**src/rtl/intc_pkg.sv**
```systemverilog
// Shared register map and source-mode encodings for the interrupt controller.
// Latency: none (constants only).
// Backpressure: not applicable.
package intc_pkg;

  // Register select values on cfg_addr
  localparam logic [1:0] INTC_MASK = 2'd0;
  localparam logic [1:0] INTC_MODE = 2'd1;
  localparam logic [1:0] INTC_PEND = 2'd2;
  localparam logic [1:0] INTC_INSV = 2'd3;

  // Per-source MODE bit encodings
  localparam logic MODE_LEVEL = 1'b0;
  localparam logic MODE_EDGE  = 1'b1;

endpackage

```
**src/rtl/intc_prio_enc.sv**
```systemverilog
// Lowest-index-wins priority encoder with a valid flag (index 0 is highest priority).
// Latency: purely combinational.
// Backpressure: none; idx is 0 whenever vld is low.
module intc_prio_enc #(
  parameter int N = 6,
  parameter int W = (N > 1) ? $clog2(N) : 1
) (
  input  logic [N-1:0] req,
  output logic         vld,
  output logic [W-1:0] idx
);

  // Scan from the top so the lowest set index is the last one written
  always_comb begin
    vld = |req;
    idx = '0;
    for (int i = N - 1; i >= 0; i--) begin
      if (req[i]) idx = W'(i);
    end
  end

endmodule

```
**src/rtl/int_ctrl.sv**
```systemverilog
// Interrupt controller: level/edge latching, mask, in-service preemption; INTC_SYNC_EN adds a 2-flop src synchroniser.
// Latency: src to irq/int_o is 2 cycles (4 with INTC_SYNC_EN); MASK write to irq is 1 cycle after the write edge.
// Backpressure: irq holds until int_ack or until the masked pending bit drops; int_ack with irq low is ignored.
module int_ctrl
  import intc_pkg::*;
#(
  parameter int N_SRC = 6,
  parameter int IDW   = (N_SRC > 1) ? $clog2(N_SRC) : 1
) (
  input  logic             clk,
  input  logic             rst_n,
  input  logic [N_SRC-1:0] src,
  input  logic             cfg_we,
  input  logic [1:0]       cfg_addr,
  input  logic [31:0]      cfg_wdata,
  output logic [31:0]      cfg_rdata,
  input  logic             int_ack,
  input  logic             eoi,
  output logic             irq,
  output logic [IDW-1:0]   irq_id,
  output logic [N_SRC-1:0] int_o
);

  logic [N_SRC-1:0] s;
  logic [N_SRC-1:0] src_prev;
  logic [N_SRC-1:0] mask;
  logic [N_SRC-1:0] mode;
  logic [N_SRC-1:0] pend;
  logic [N_SRC-1:0] insv;

  logic [N_SRC-1:0] pend_nxt;
  logic [N_SRC-1:0] insv_nxt;
  logic [N_SRC-1:0] wdata;
  logic [N_SRC-1:0] edge_set;
  logic [N_SRC-1:0] ack_onehot;
  logic [N_SRC-1:0] eoi_onehot;
  logic [N_SRC-1:0] w1c;
  logic [N_SRC-1:0] mode_chg;

  logic             we_mask;
  logic             we_mode;
  logic             we_pend;
  logic             ack_fire;
  logic             cand_vld;
  logic [IDW-1:0]   cand_id;
  logic             act_vld;
  logic [IDW-1:0]   act_id;
  logic             irq_nxt;

  // Only the low N_SRC bits of write data carry register content
  logic             unused_wdata;
  assign unused_wdata = ^cfg_wdata;
  assign wdata        = cfg_wdata[N_SRC-1:0];

`ifdef INTC_SYNC_EN
  logic [N_SRC-1:0] sync_q1;
  logic [N_SRC-1:0] sync_q2;

  // Two-flop synchroniser so src may come from another clock domain
  always_ff @(posedge clk or negedge rst_n) begin
    if (!rst_n) begin
      sync_q1 <= '0;
      sync_q2 <= '0;
    end else begin
      sync_q1 <= src;
      sync_q2 <= sync_q1;
    end
  end

  assign s = sync_q2;
`else
  assign s = src;
`endif

  assign we_mask = cfg_we && (cfg_addr == INTC_MASK);
  assign we_mode = cfg_we && (cfg_addr == INTC_MODE);
  assign we_pend = cfg_we && (cfg_addr == INTC_PEND);

  // Ack only counts when a request is actually being presented
  assign ack_fire   = int_ack && irq;
  assign ack_onehot = ack_fire ? (N_SRC'(1) << irq_id) : '0;
  assign eoi_onehot = (eoi && act_vld) ? (N_SRC'(1) << act_id) : '0;

  // eoi retires the active service before the new ack bit lands
  assign insv_nxt = (insv & ~eoi_onehot) | ack_onehot;

  assign edge_set = s & ~src_prev;
  assign w1c      = we_pend ? wdata : '0;
  assign mode_chg = we_mode ? (wdata ^ mode) : '0;

  // Per-bit pending update: level follows the input, edge is sticky with set-over-clear
  always_comb begin
    pend_nxt = '0;
    for (int i = 0; i < N_SRC; i++) begin
      if (mode[i] == MODE_EDGE) begin
        pend_nxt[i] = edge_set[i] | (pend[i] & ~(ack_onehot[i] | w1c[i]));
      end else begin
        pend_nxt[i] = s[i];
      end
    end
    // A source being reconfigured starts from a clean pending state
    pend_nxt = pend_nxt & ~mode_chg;
  end

  intc_prio_enc #(.N(N_SRC), .W(IDW)) u_cand (
    .req (pend & mask),
    .vld (cand_vld),
    .idx (cand_id)
  );

  intc_prio_enc #(.N(N_SRC), .W(IDW)) u_act (
    .req (insv),
    .vld (act_vld),
    .idx (act_id)
  );

  // Only a strictly higher-priority (lower index) candidate preempts an active service
  assign irq_nxt = cand_vld && (!act_vld || (cand_id < act_id));

  // Register file, edge history and registered CPU-facing outputs
  always_ff @(posedge clk or negedge rst_n) begin
    if (!rst_n) begin
      src_prev <= '0;
      mask     <= '0;
      mode     <= '0;
      pend     <= '0;
      insv     <= '0;
      irq      <= 1'b0;
      irq_id   <= '0;
      int_o    <= '0;
    end else begin
      src_prev <= s;
      pend     <= pend_nxt;
      insv     <= insv_nxt;
      if (we_mask) mask <= wdata;
      if (we_mode) mode <= wdata;
      irq      <= irq_nxt;
      if (cand_vld) irq_id <= cand_id;
      int_o    <= pend & mask;
    end
  end

  // Register readback reflects state before the current edge
  always_comb begin
    cfg_rdata = '0;
    case (cfg_addr)
      INTC_MASK: cfg_rdata = 32'(mask);
      INTC_MODE: cfg_rdata = 32'(mode);
      INTC_PEND: cfg_rdata = 32'(pend);
      INTC_INSV: cfg_rdata = 32'(insv);
      default:   cfg_rdata = '0;
    endcase
  end

endmodule

```
**config.mk**
```make
export PLATFORM = sky130hd
export DESIGN_NAME = int_ctrl
export DESIGN_NICKNAME = d
export VERILOG_FILES = /design/src/rtl/intc_pkg.sv /design/src/rtl/intc_prio_enc.sv /design/src/rtl/int_ctrl.sv
export SDC_FILE = /design/constraint.sdc
export NUM_CORES = 1
export LEC_CHECK = 0
export ABC_AREA = 1
export CELL_PAD_IN_SITES_DETAIL_PLACEMENT = 1
export CELL_PAD_IN_SITES_GLOBAL_PLACEMENT = 2
export CORE_MARGIN = 2
export CORE_UTILIZATION = 25
export CTS_CLUSTER_DIAMETER = 120
export DETAILED_ROUTE_END_ITERATION = 8
export PLACE_DENSITY = 0.89
export SLEW_MARGIN = 10
export SYNTH_ARGS = -nofsm -noshare
export SYNTH_HDL_FRONTEND = slang
export SYNTH_SLANG_ARGS = --single-unit
export TNS_END_PERCENT = 100
```
**constraint.sdc**
```tcl
create_clock -name clk -period 4 [get_ports clk]
set_input_delay 0.6 -clock clk [delete_from_list [all_inputs] [get_ports clk]]
set_output_delay 0.6 -clock clk [all_outputs]
set_load 0.05 [all_outputs]
```
======== Yosys cells after proc, flatten, opt, wreduce, memory -nomap -nowiden ========
Index checks and enable logic that the tools add are counted.
storage, ports and cells
  RAM bits ................................ 0
  bits in latches ......................... 0
  memories kept ........................... 0
  ROM bits ................................ 0
  output and inout bits ................... 42
  register bits ........................... 40
operators by class
  bitwise logic cells ..................... 33
  reduce and logical (&&, ||, !) cells .... 11
  eq/ne operators ......................... 3
  shift-type cells ........................ 2
  multipliers ............................. 0
  muxes and demuxes ....................... 23
  add/sub/neg operators ................... 0
  div/mod/pow operators ................... 0
  $lt $le $gt $ge ......................... 1
operators with widths
  operator             number
  $pmux 32 s4          1
  $mux 3               12
  $and 6x6->6          4
  $mux 6               4
  $not 6->6            3
  $or 1x1->1           12
  $reduce_or 6->1      2
  $shl 1x3->6 const A  2
  $and 1x1->1          6
  $logic_and 1x1->1    6
  $mux 1               6
  $not 1->1            6
  $or 6x6->6           1
  $xor 6x6->6          1
  $eq 2x2->1 const B   2
  $lt 3x3->1           1
  $eq 2x1->1 const B   1
  $logic_not 2->1      1
  $logic_not 1->1      1
  $logic_or 1x1->1     1

======== Logic depth before layout (Yosys ltp) ========
Gate-level depths: netlist (run 1).
  depth after elaboration ................. 11
  depth in mapped cells ................... 11
  depth with buffers taken out ............ 11

======== Cells and area by module ========
A second synthesis (run 1) with hierarchy kept.
second synthesis, totals
  cells, all modules ...................... 288
  area, all modules ....................... 2,268.4 µm²
modules (own cells, without submodules)
  module         area each (µm²)  times used  sequential area each (µm²)  cells each
  int_ctrl       2,123.3          1           1,001.0                     258
  intc_prio_enc  72.6             2           0.0                         15

======== Least setup slack after synthesis (run 1) ========
No wires, ideal clock.
  path type ............................... input to output
  from .................................... input cfg_addr[0]
  to ...................................... output cfg_rdata[0]
  stages .................................. 2
  data required time ...................... 3,400 ps
  data arrival time ....................... 1,549 ps
  path buffers ............................ 0
  setup slack ............................. 1,851 ps
  cells stage by stage .................... nand2_1 -> o2111ai_1
on the way
  cells in the longest elaborated chain, start to end .. 2
ends and longest elaborated chain
  what                                RTL line         text
  start, declared                     int_ctrl.sv:14   input logic [1:0] cfg_addr,
  $eq 2x2->1 (tied with other cells)  int_ctrl.sv:146  case (cfg_addr)
  $pmux 32 s4 (*)                     int_ctrl.sv:146
  end, declared                       int_ctrl.sv:16   output logic [31:0] cfg_rdata,
Mark *: on every way between the ends. The rest lies on a longest branch, timed or not. The select of a mux whose other input is x is not followed.

======== Worst setup path in the final report (run 1) ========
  from .................................... input cfg_addr[1]
  to ...................................... output cfg_rdata[0]
Same word-level chain as after synthesis.

==> results of run 1 <==
==> flip-flops by register name (all words and copies together), names as in the netlist <==
register and cells:
insv 6, int_o 6, irq 1, irq_id 3
mask 6, mode 6, pend 6, src_prev 6
==> worst min-delay path by stage <==
stage	from	end	cells past startpoint
3_5_place_dp	insv[5]$_DFF_PN0_	insv[5]$_DFF_PN0_	2
2_1_floorplan	rst_n	insv[0]$_DFF_PN0_	0
3_3_place_gp	insv[5]$_DFF_PN0_	insv[5]$_DFF_PN0_	2
6_report	rst_n	irq$_DFF_PN0_	1
4_1_cts	rst_n	mode[1]$_DFFE_PN0P_	1
5_1_grt	rst_n	int_o[1]$_DFF_PN0_	1
==> worst max-delay path, cell delays in order <==
cell and delay, ps:
sky130_fd_sc_hd__clkdlybuf4s50_1 580, sky130_fd_sc_hd__nand2_1 120, sky130_fd_sc_hd__inv_1 230, sky130_fd_sc_hd__nand2_1 80
sky130_fd_sc_hd__o2111ai_1 120, sky130_fd_sc_hd__clkdlybuf4s50_1 850
==> logic make-up (layout without fill, tap and decap cells) <==
| logic type | count (synthesis) | count (layout) | synth area share, % |
|---|---|---|---|
| flops | 40 | 40 | 46.8 |
| buf+inv | 65 | 79 | 16.4 |
| other cells | 1 | 26 | 0.175 |
| simple gates | 106 | 106 | 20.5 |
| fa+ha+maj | 2 | 2 | 1.17 |
| xor+xnor | 3 | 3 | 1.23 |
| compound gates | 47 | 47 | 13.7 |
==> power groups by stage <==
stage | Combinational [mW] | Clock (mW) | Sequential, mW
finish | 0.661 | 0.285 | 0.569
CTS | 0.669 | 0.294 | 0.569
global route | 0.737 | 0.319 | 0.581
global placement | 0.652 | 0 | 0.572
floorplan | 0.403 | 0 | 0.649
detailed placement | 0.666 | 0 | 0.576
==> cells in the final DEF, fill, tap and decap left out, types with 2 or more instances in the layout <==
cell type                         Yosys  final
sky130_fd_sc_hd__a21oi_2              2      2
sky130_fd_sc_hd__nand2_1             77     77
sky130_fd_sc_hd__a21oi_1             11     11
sky130_fd_sc_hd__inv_2                4      4
sky130_fd_sc_hd__xnor2_1              2      2
sky130_fd_sc_hd__inv_1               33     33
sky130_fd_sc_hd__clkdlybuf4s50_1      0     33
sky130_fd_sc_hd__nor3_1               3      3
sky130_fd_sc_hd__ha_1                 2      2
sky130_fd_sc_hd__o21ai_0              2      2
sky130_fd_sc_hd__nor2_1              14     14
sky130_fd_sc_hd__a211oi_1             2      2
sky130_fd_sc_hd__dfrtp_1             40     40
sky130_fd_sc_hd__conb_1               1     26
sky130_fd_sc_hd__nor2_2               2      2
sky130_fd_sc_hd__o21ai_1             18     18
sky130_fd_sc_hd__clkbuf_8             0      6
sky130_fd_sc_hd__nand3_1              6      6
sky130_fd_sc_hd__o211ai_1             3      3
sky130_fd_sc_hd__o2111ai_1            8      8
==> layer usage <==
metal | wire length, um | vias up | share of wire [%]
met3 | 240 | 6 | 4.7
met2 | 2370 | 41 | 46
met1 | 2500 | 830 | 48
li1 | - | 871 | -
met4 | 43 | 0 | 0.83
met5 | 0 | - | 0
==> final cells by class <==
type | instances | area [um^2] | share of cell area, %
multi-input cells | 184 | 881 | 34.1
flip-flops and latches | 40 | 1000 | 38.8
clock inverters | 1 | 7.51 | 0.291
inverters | 37 | 139 | 5.38
well taps | 105 | 131 | 5.09
repair buffers | 34 | 335 | 13.0
clock buffers | 7 | 86.3 | 3.34
==> flow_summary.html, run 1 <==
<table>
<tr><th>Metric</th><th>Value</th></tr>
<tr><th colspan="2">Status</th></tr>
<tr><td>Run status</td><td>finished clean</td></tr>
<tr><th colspan="2">Clocking</th></tr>
<tr><td>Worst-case clock buffer depth</td><td>2</td></tr>
<tr><td>Post-cts sizing count</td><td>0</td></tr>
<tr><td>Number of H-tree levels</td><td>2</td></tr>
<tr><td>Hold buffer count at CTS</td><td>0</td></tr>
<tr><td>Worst-Skew Late Latency</td><td>300 ps</td></tr>
<tr><td>Clock sinks</td><td>40</td></tr>
<tr><td>Clock-pin slew on the worst setup and hold paths</td><td>80 ps</td></tr>
<tr><td>TritonCTS clock tree</td><td>done</td></tr>
<tr><td>Buffer count from post-CTS setup fixing</td><td>0</td></tr>
<tr><td>Clock buffer count from CTS</td><td>5</td></tr>
<tr><td>Root buf cell</td><td>sky130_fd_sc_hd__clkbuf_8</td></tr>
<tr><th colspan="2">Floorplanning</th></tr>
<tr><td>IO Count</td><td>87</td></tr>
<tr><td>Rows</td><td>33</td></tr>
<tr><td>Full die area</td><td>0.00931 mm^2</td></tr>
<tr><td>Height of the die</td><td>96.5 um</td></tr>
<tr><td>Standard cell core area</td><td>0.00826 mm^2</td></tr>
<tr><td>Die W</td><td>96.5 um</td></tr>
<tr><td>Initial core utilization</td><td>25.9%</td></tr>
<tr><th colspan="2">Route</th></tr>
<tr><td>Iteration-0 DRC Markers</td><td>52</td></tr>
<tr><td>Post-detailed-route wirelength per cell</td><td>12.6 um</td></tr>
<tr><td>Via count normalized by instance count</td><td>4.28</td></tr>
<tr><td>Vias after detailed routing</td><td>1,748</td></tr>
<tr><td>Total length of routed wires</td><td>5160 um</td></tr>
<tr><td>Number of detailed-route iterations in the first pass</td><td>4</td></tr>
<tr><td>Antenna violation net count after detailed routing</td><td>0</td></tr>
<tr><td>DRC Markers</td><td>0</td></tr>
<tr><th colspan="2">Power</th></tr>
<tr><td>Cell Int Power</td><td>0.836 mW</td></tr>
<tr><td>Power per cell area</td><td>587 mW/mm^2</td></tr>
<tr><td>Leakage power</td><td>1.27 nW</td></tr>
<tr><td>Fraction of power consumed by sequential logic</td><td>37.5%</td></tr>
<tr><td>Maximum vdd ir drop</td><td>0.143 mV</td></tr>
<tr><td>Psw</td><td>0.679 mW</td></tr>
<tr><td>Clk network pwr share</td><td>18.8%</td></tr>
<tr><td>Final total power</td><td>1.52 mW</td></tr>
<tr><td>Switching share of power</td><td>44.8%</td></tr>
<tr><td>Proportion of power drawn by combinational gates</td><td>43.6%</td></tr>
<tr><th colspan="2">Synthesis</th></tr>
<tr><td>Ys Warns</td><td>0</td></tr>
<tr><td>Post-synthesis sequential element count</td><td>40</td></tr>
<tr><td>Share of Yosys cell area claimed by the top area cell type</td><td>46.8%</td></tr>
<tr><td>Cells taking the most area after synthesis</td><td>sky130_fd_sc_hd__dfrtp_1 (47%), sky130_fd_sc_hd__nand2_1 (14%), sky130_fd_sc_hd__buf_4 (9.1%)</td></tr>
<tr><td>Syn avg cell area</td><td>8.10 um^2</td></tr>
<tr><td>Most used standard cell by instance count after synthesis</td><td>sky130_fd_sc_hd__nand2_1</td></tr>
<tr><td>Share of flip-flops with an asynchronous set or reset</td><td>100%</td></tr>
<tr><td>Post-synth top flop</td><td>sky130_fd_sc_hd__dfrtp_1</td></tr>
<tr><td>Gate count after technology mapping</td><td>264</td></tr>
<tr><td>Yosys top cell by area</td><td>sky130_fd_sc_hd__dfrtp_1</td></tr>
<tr><td>Count of flip-flops with a built-in enable after synthesis</td><td>0</td></tr>
<tr><td>Number of distinct library cells after synthesis</td><td>27</td></tr>
<tr><td>Ranking of synthesized cells by instance count</td><td>sky130_fd_sc_hd__nand2_1 (77), sky130_fd_sc_hd__dfrtp_1 (40), sky130_fd_sc_hd__inv_1 (33)</td></tr>
<tr><td>Post-Syn Area</td><td>0.00214 mm^2</td></tr>
<tr><td>Sequential element share of the synthesized area</td><td>46.8%</td></tr>
<tr><th colspan="2">Worst setup path</th></tr>
<tr><td>Critical path start-end classification</td><td>input pin to output pin</td></tr>
<tr><td>Reg2reg path depth</td><td>9</td></tr>
<tr><td>Endpoint of the worst setup timing path</td><td>cfg_rdata[0]</td></tr>
<tr><td>Data arrival time of the critical path</td><td>2590 ps</td></tr>
<tr><td>Worst reg2reg startpoint</td><td>pend[0]$_DFF_PN0_</td></tr>
<tr><td>Largest fanout on the critical path</td><td>6</td></tr>
<tr><td>Start point of the critical path</td><td>cfg_addr[1]</td></tr>
<tr><td>R2r setup slk</td><td>2370 ps</td></tr>
<tr><td>Worst EP required</td><td>3400 ps</td></tr>
<tr><td>Capture instance of the worst register-to-register path</td><td>irq$_DFF_PN0_</td></tr>
<tr><td>Sort of element at the start of the critical path</td><td>input pin</td></tr>
<tr><td>Kind of end point of the critical path</td><td>output pin</td></tr>
<tr><th colspan="2">Worst hold path</th></tr>
<tr><td>Tightest Hold Check Type</td><td>input pin to asynchronous set/reset pin</td></tr>
<tr><th colspan="2">Timing</th></tr>
<tr><td>Headroom to the max-slew limit</td><td>41.1%</td></tr>
<tr><td>Final hold viol count</td><td>0</td></tr>
<tr><td>Smallest setup slack after layout</td><td>812 ps</td></tr>
<tr><td>Final-report max-slew violation count</td><td>0</td></tr>
<tr><td>Post-route worst hold slack</td><td>427 ps</td></tr>
<tr><td>Transition time of the tightest slew-check pin</td><td>883 ps</td></tr>
<tr><td>Final count of negative-setup-slack endpoints</td><td>0</td></tr>
<tr><td>Achievable frequency</td><td>314 MHz</td></tr>
<tr><td>Portion of the clock cycle consumed by the worst path in the final layout</td><td>79.7%</td></tr>
<tr><td>Setup repair after global routing missed its margin</td><td>false</td></tr>
<tr><td>Layout Skew</td><td>9.29 ps</td></tr>
<tr><td>Clock period minus worst slack</td><td>3190 ps</td></tr>
<tr><td>Total Negative Setup Slacks</td><td>0 ps</td></tr>
<tr><th colspan="2">Place</th></tr>
<tr><td>Number of placed instances, taps included</td><td>400</td></tr>
<tr><td>Minimum setup slack after placement</td><td>836 ps</td></tr>
<tr><td>Total half-perimeter wirelength after legalization and detailed placement</td><td>4150 um</td></tr>
<tr><td>Weighted congestion at the end of routability-driven global placement</td><td>0.783</td></tr>
<tr><td>Cell Area, Placed</td><td>0.00249 mm^2</td></tr>
<tr><td>PortBufs</td><td>34</td></tr>
<tr><th colspan="2">Cells and area</th></tr>
<tr><td>Fraction of final layout cells with drive strength greater than 1</td><td>6.60%</td></tr>
<tr><td># diodes</td><td>0</td></tr>
<tr><td>Design Area, Final</td><td>0.00258 mm^2</td></tr>
<tr><td>Fin nets</td><td>349</td></tr>
<tr><td>Area added between synthesis and finish</td><td>20.7%</td></tr>
<tr><td>Final design utilization</td><td>31.3%</td></tr>
<tr><td>Number of fill cells</td><td>1,008</td></tr>
<tr><td>Post-Layout Cell Count</td><td>408</td></tr>
<tr><th colspan="2">GRT</th></tr>
<tr><td>Pin count of the biggest net entering global routing</td><td>41</td></tr>
<tr><td>Total global routing track utilization</td><td>12.3%</td></tr>
<tr><td>Global-route wire length before repair</td><td>8630 um</td></tr>
<tr><td>Vias in the first global route</td><td>1,747</td></tr>
<tr><td>Met1 usage</td><td>16.8%</td></tr>
<tr><td>Global-route congestion overflow total</td><td>0</td></tr>
<tr><td>Layer carrying the most global-route usage</td><td>met2</td></tr>
<tr><td>Global routing usage on met3</td><td>2.87%</td></tr>
<tr><td>Antenna violations before repair</td><td>0</td></tr>
<tr><td>Met2 usage</td><td>19.4%</td></tr>
<tr><th colspan="2">Job</th></tr>
<tr><td>Count of maximum capacitance violations</td><td>0</td></tr>
</table>
Power figures use the tool's default switching activity.
==> run 2: changes to the inputs <==
--- a/config.mk
+++ b/config.mk
@@ -9,10 +9,10 @@
 export CELL_PAD_IN_SITES_DETAIL_PLACEMENT = 1
 export CELL_PAD_IN_SITES_GLOBAL_PLACEMENT = 2
 export CORE_MARGIN = 2
-export CORE_UTILIZATION = 25
+export CORE_UTILIZATION = 23
 export CTS_CLUSTER_DIAMETER = 120
 export DETAILED_ROUTE_END_ITERATION = 8
-export PLACE_DENSITY = 0.89
+export PLACE_DENSITY = 0.83
 export SLEW_MARGIN = 10
 export SYNTH_ARGS = -nofsm -noshare
 export SYNTH_HDL_FRONTEND = slang
==> constraint.sdc (replaced) <==
create_clock -name clk -period 3.2 [get_ports clk]
set_input_delay 0.48 -clock clk [delete_from_list [all_inputs] [get_ports clk]]
set_output_delay 0.48 -clock clk [all_outputs]
set_load 0.05 [all_outputs]
==> flow_summary.html, run 2 (synthesis results as in run 1) <==
<table>
<tr><th>Metric</th><th>Value</th></tr>
<tr><th colspan="2">Timing</th></tr>
<tr><td>Layout Skew</td><td>6.90 ps (was 9.29 ps)</td></tr>
<tr><td>Final hold viol count</td><td>0 (unchanged)</td></tr>
<tr><td>Total Negative Setup Slacks</td><td>0 ps (unchanged)</td></tr>
<tr><td>Portion of the clock cycle consumed by the worst path in the final layout</td><td>73.3%</td></tr>
<tr><td>Achievable frequency</td><td>426 MHz</td></tr>
<tr><td>Transition time of the tightest slew-check pin</td><td>919 ps (was 883 ps)</td></tr>
<tr><td>Clock period minus worst slack</td><td>2350 ps</td></tr>
<tr><td>Final count of negative-setup-slack endpoints</td><td>0 (unchanged)</td></tr>
<tr><td>Headroom to the max-slew limit</td><td>38.8% (was 41.1%)</td></tr>
<tr><td>Post-route worst hold slack</td><td>311 ps (was 427 ps)</td></tr>
<tr><td>Final-report max-slew violation count</td><td>0 (unchanged)</td></tr>
<tr><td>Setup repair after global routing missed its margin</td><td>false (unchanged)</td></tr>
<tr><th colspan="2">Clocking</th></tr>
<tr><td>Root buf cell</td><td>sky130_fd_sc_hd__clkbuf_8 (unchanged)</td></tr>
<tr><td>Worst-Skew Late Latency</td><td>300 ps (about the same)</td></tr>
<tr><td>Post-cts sizing count</td><td>0 (unchanged)</td></tr>
<tr><td>Buffer count from post-CTS setup fixing</td><td>0 (unchanged)</td></tr>
<tr><td>Worst-case clock buffer depth</td><td>2 (unchanged)</td></tr>
<tr><td>Clock buffer count from CTS</td><td>5 (unchanged)</td></tr>
<tr><td>Clock-pin slew on the worst setup and hold paths</td><td>80 ps (about the same)</td></tr>
<tr><td>Clock sinks</td><td>40 (unchanged)</td></tr>
<tr><td>Hold buffer count at CTS</td><td>0 (unchanged)</td></tr>
<tr><td>TritonCTS clock tree</td><td>done (unchanged)</td></tr>
<tr><td>Number of H-tree levels</td><td>2 (unchanged)</td></tr>
<tr><th colspan="2">Floorplanning</th></tr>
<tr><td>Die W</td><td>100 um (was 96.5 um)</td></tr>
<tr><td>Height of the die</td><td>100 um (was 96.5 um)</td></tr>
<tr><td>Standard cell core area</td><td>0.00911 mm^2 (was 0.00826 mm^2)</td></tr>
<tr><td>IO Count</td><td>87 (unchanged)</td></tr>
<tr><td>Initial core utilization</td><td>23.5% (was 25.9%)</td></tr>
<tr><td>Full die area</td><td>0.0101 mm^2 (was 0.00931 mm^2)</td></tr>
<tr><td>Rows</td><td>35 (was 33)</td></tr>
<tr><th colspan="2">Route</th></tr>
<tr><td>DRC Markers</td><td>0 (unchanged)</td></tr>
<tr><td>Number of detailed-route iterations in the first pass</td><td>4 (unchanged)</td></tr>
<tr><td>Via count normalized by instance count</td><td>4.26 (was 4.28)</td></tr>
<tr><td>Iteration-0 DRC Markers</td><td>42 (was 52)</td></tr>
<tr><td>Post-detailed-route wirelength per cell</td><td>13.1 um (was 12.6 um)</td></tr>
<tr><td>Antenna violation net count after detailed routing</td><td>0 (unchanged)</td></tr>
<tr><td>Vias after detailed routing</td><td>1,762 (was 1,748)</td></tr>
<tr><td>Total length of routed wires</td><td>5420 um (was 5160 um)</td></tr>
<tr><th colspan="2">Worst setup path</th></tr>
<tr><td>Cell type group with the largest total delay on the critical path</td><td>buffers and inverters (unchanged)</td></tr>
<tr><td>Logic depth of the worst path, buffers included</td><td>4 (was 6)</td></tr>
<tr><td>Critical Path Slowest Stage Cell</td><td>sky130_fd_sc_hd__clkdlybuf4s50_1 (unchanged)</td></tr>
<tr><td>Reg2reg path depth</td><td>8 (was 9)</td></tr>
<tr><td>Kind of end point of the critical path</td><td>output pin (unchanged)</td></tr>
<tr><td>Critical path start-end classification</td><td>input pin to output pin (unchanged)</td></tr>
<tr><td>Sort of element at the start of the critical path</td><td>input pin (unchanged)</td></tr>
<tr><td>Critical path's largest stage delay</td><td>590 ps (was 850 ps)</td></tr>
<tr><td>Worst EP required</td><td>2720 ps (was 3400 ps)</td></tr>
<tr><td>Data arrival time of the critical path</td><td>1870 ps (was 2590 ps)</td></tr>
<tr><td>Largest fanout on the critical path</td><td>6 (unchanged)</td></tr>
<tr><td>Bufs and invs on worst path</td><td>2 (was 3)</td></tr>
<tr><td>CP cell instances</td><td>clkdlybuf4s50_1, nand2_1, o2111ai_1, buf_4 (was clkdlybuf4s50_1, nand2_1, inv_1, nand2_1, o2111ai_1, clkdlybuf4s50_1)</td></tr>
<tr><th colspan="2">GRT</th></tr>
<tr><td>Global-route congestion overflow total</td><td>0 (unchanged)</td></tr>
<tr><td>Vias in the first global route</td><td>1,832 (was 1,747)</td></tr>
<tr><td>Pin count of the biggest net entering global routing</td><td>41 (unchanged)</td></tr>
<tr><td>Antenna violations before repair</td><td>0 (unchanged)</td></tr>
<tr><td>Global-route wire length before repair</td><td>9050 um (was 8630 um)</td></tr>
<tr><td>Total global routing track utilization</td><td>11.7% (was 12.3%)</td></tr>
<tr><th colspan="2">Cells and area</th></tr>
<tr><td>Flip-flop and latch area</td><td>0.00100 mm^2 (unchanged)</td></tr>
<tr><td>Design Area, Final</td><td>0.00257 mm^2 (was 0.00258 mm^2)</td></tr>
<tr><td>Total area of multi-input combinational cells</td><td>881 um^2 (unchanged)</td></tr>
<tr><td>Final design utilization</td><td>28.3% (was 31.3%)</td></tr>
<tr><td>Number of fill cells</td><td>1,121 (was 1,008)</td></tr>
<tr><td>Fin nets</td><td>349 (unchanged)</td></tr>
<tr><td>Area added between synthesis and finish</td><td>20.4% (was 20.7%)</td></tr>
<tr><td>Leading cell types in the layout, fill and taps excluded</td><td>sky130_fd_sc_hd__nand2_1 (77), sky130_fd_sc_hd__dfrtp_1 (40), sky130_fd_sc_hd__inv_1 (33) (was sky130_fd_sc_hd__nand2_1 (77), sky130_fd_sc_hd__dfrtp_1 (40), sky130_fd_sc_hd__inv_1 (33), sky130_fd_sc_hd__clkdlybuf4s50_1 (33), sky130_fd_sc_hd__conb_1 (26))</td></tr>
<tr><td>Commonest non-fill, non-tap cell in the layout</td><td>sky130_fd_sc_hd__nand2_1 (unchanged)</td></tr>
<tr><td>Fraction of final layout cells with drive strength greater than 1</td><td>8.58% (was 6.60%)</td></tr>
<tr><td># diodes</td><td>0 (unchanged)</td></tr>
<tr><th colspan="2">Power</th></tr>
<tr><td>Psw</td><td>0.857 mW (was 0.679 mW)</td></tr>
<tr><td>Proportion of power drawn by combinational gates</td><td>43.3% (was 43.6%)</td></tr>
<tr><td>Cell Int Power</td><td>1.04 mW (was 0.836 mW)</td></tr>
<tr><td>Switching share of power</td><td>45.2% (was 44.8%)</td></tr>
<tr><td>Maximum vdd ir drop</td><td>0.219 mV (was 0.143 mV)</td></tr>
<tr><td>Fraction of power consumed by sequential logic</td><td>37.5% (about the same)</td></tr>
<tr><td>Clk network pwr share</td><td>19.2% (was 18.8%)</td></tr>
<tr><td>Power per cell area</td><td>737 mW/mm^2 (was 587 mW/mm^2)</td></tr>
<tr><td>Leakage power</td><td>1.28 nW (was 1.27 nW)</td></tr>
<tr><td>Final total power</td><td>1.90 mW (was 1.52 mW)</td></tr>
<tr><th colspan="2">Job</th></tr>
<tr><td>Count of maximum capacitance violations</td><td>0 (unchanged)</td></tr>
<tr><th colspan="2">Place</th></tr>
<tr><td>Weighted congestion at the end of routability-driven global placement</td><td>0.783 (about the same)</td></tr>
<tr><td>Cell Area, Placed</td><td>0.00248 mm^2 (was 0.00249 mm^2)</td></tr>
<tr><td>PortBufs</td><td>34 (unchanged)</td></tr>
<tr><td>Total half-perimeter wirelength after legalization and detailed placement</td><td>4250 um (was 4150 um)</td></tr>
<tr><th colspan="2">Worst hold path</th></tr>
<tr><td>Tightest Hold Check Type</td><td>input pin to asynchronous set/reset pin (unchanged)</td></tr>
<tr><th colspan="2">Status</th></tr>
<tr><td>Run status</td><td>finished clean (unchanged)</td></tr>
</table>
run 2: cell types whose count changed in the layout (fill, tap and decap cells not counted), sizes merged:
| cell | change |
|---|---|
| buf | +6 |
| clkdlybuf4s50 | -6 |
run 2: area by class of cell:
class | count | area share [%]
Inverter | 37 | 5.40
Clock inverter | 1 | 0.292
Tap cell | 111 | 5.40
Clock buffer | 7 | 3.35
Multi-Input combinational cell | 184 | 34.2
Sequential cell | 40 | 38.9
Timing Repair Buffer | 34 | 12.4
run 2: worst paths after layout:
kind                              startpoint               endpoint  slack, ps
max                              cfg_addr[1]           cfg_rdata[0]        850
min                                    rst_n  src_prev[4]$_DFF_PN0_        310
max reg2reg                insv[3]$_DFF_PN0_          irq$_DFF_PN0_       1520
min reg2reg                insv[5]$_DFF_PN0_      insv[5]$_DFF_PN0_        500
max in group asynchronous              rst_n    mode[1]$_DFFE_PN0P_       2320
min in group clk           insv[5]$_DFF_PN0_      insv[5]$_DFF_PN0_        500
run 2: through the flow:
| stage | setup WS [ps] | instances |
|---|---|---|
| 4_1_cts | 838 | 414 |
| 2_1_floorplan | 1290 | 289 |
| 3_5_place_dp | 845 | 406 |
| 3_3_place_gp | 878 | 406 |
| 5_1_grt | 715 | 414 |
| 6_report | 854 | 414 |
run 2: routing by layer:
metal | up-vias | track usage [%] | wire length, um
met5 | - | 0 | 0
met4 | 0 | 4.11 | 78
met3 | 7 | 2.30 | 195
met2 | 39 | 19.9 | 2630
met1 | 846 | 14.8 | 2520
li1 | 870 | - | -
run 2: power groups by stage:
| stage | clock network [mW] | logic, mW | registers (mW) |
|---|---|---|---|
| after global routing | 0.399 | 0.910 | 0.731 |
| after detailed placement | 0 | 0.828 | 0.723 |
| after floorplan | 0 | 0.504 | 0.812 |
| final | 0.364 | 0.821 | 0.712 |
| after global placement | 0 | 0.811 | 0.715 |
| after CTS | 0.380 | 0.832 | 0.713 |
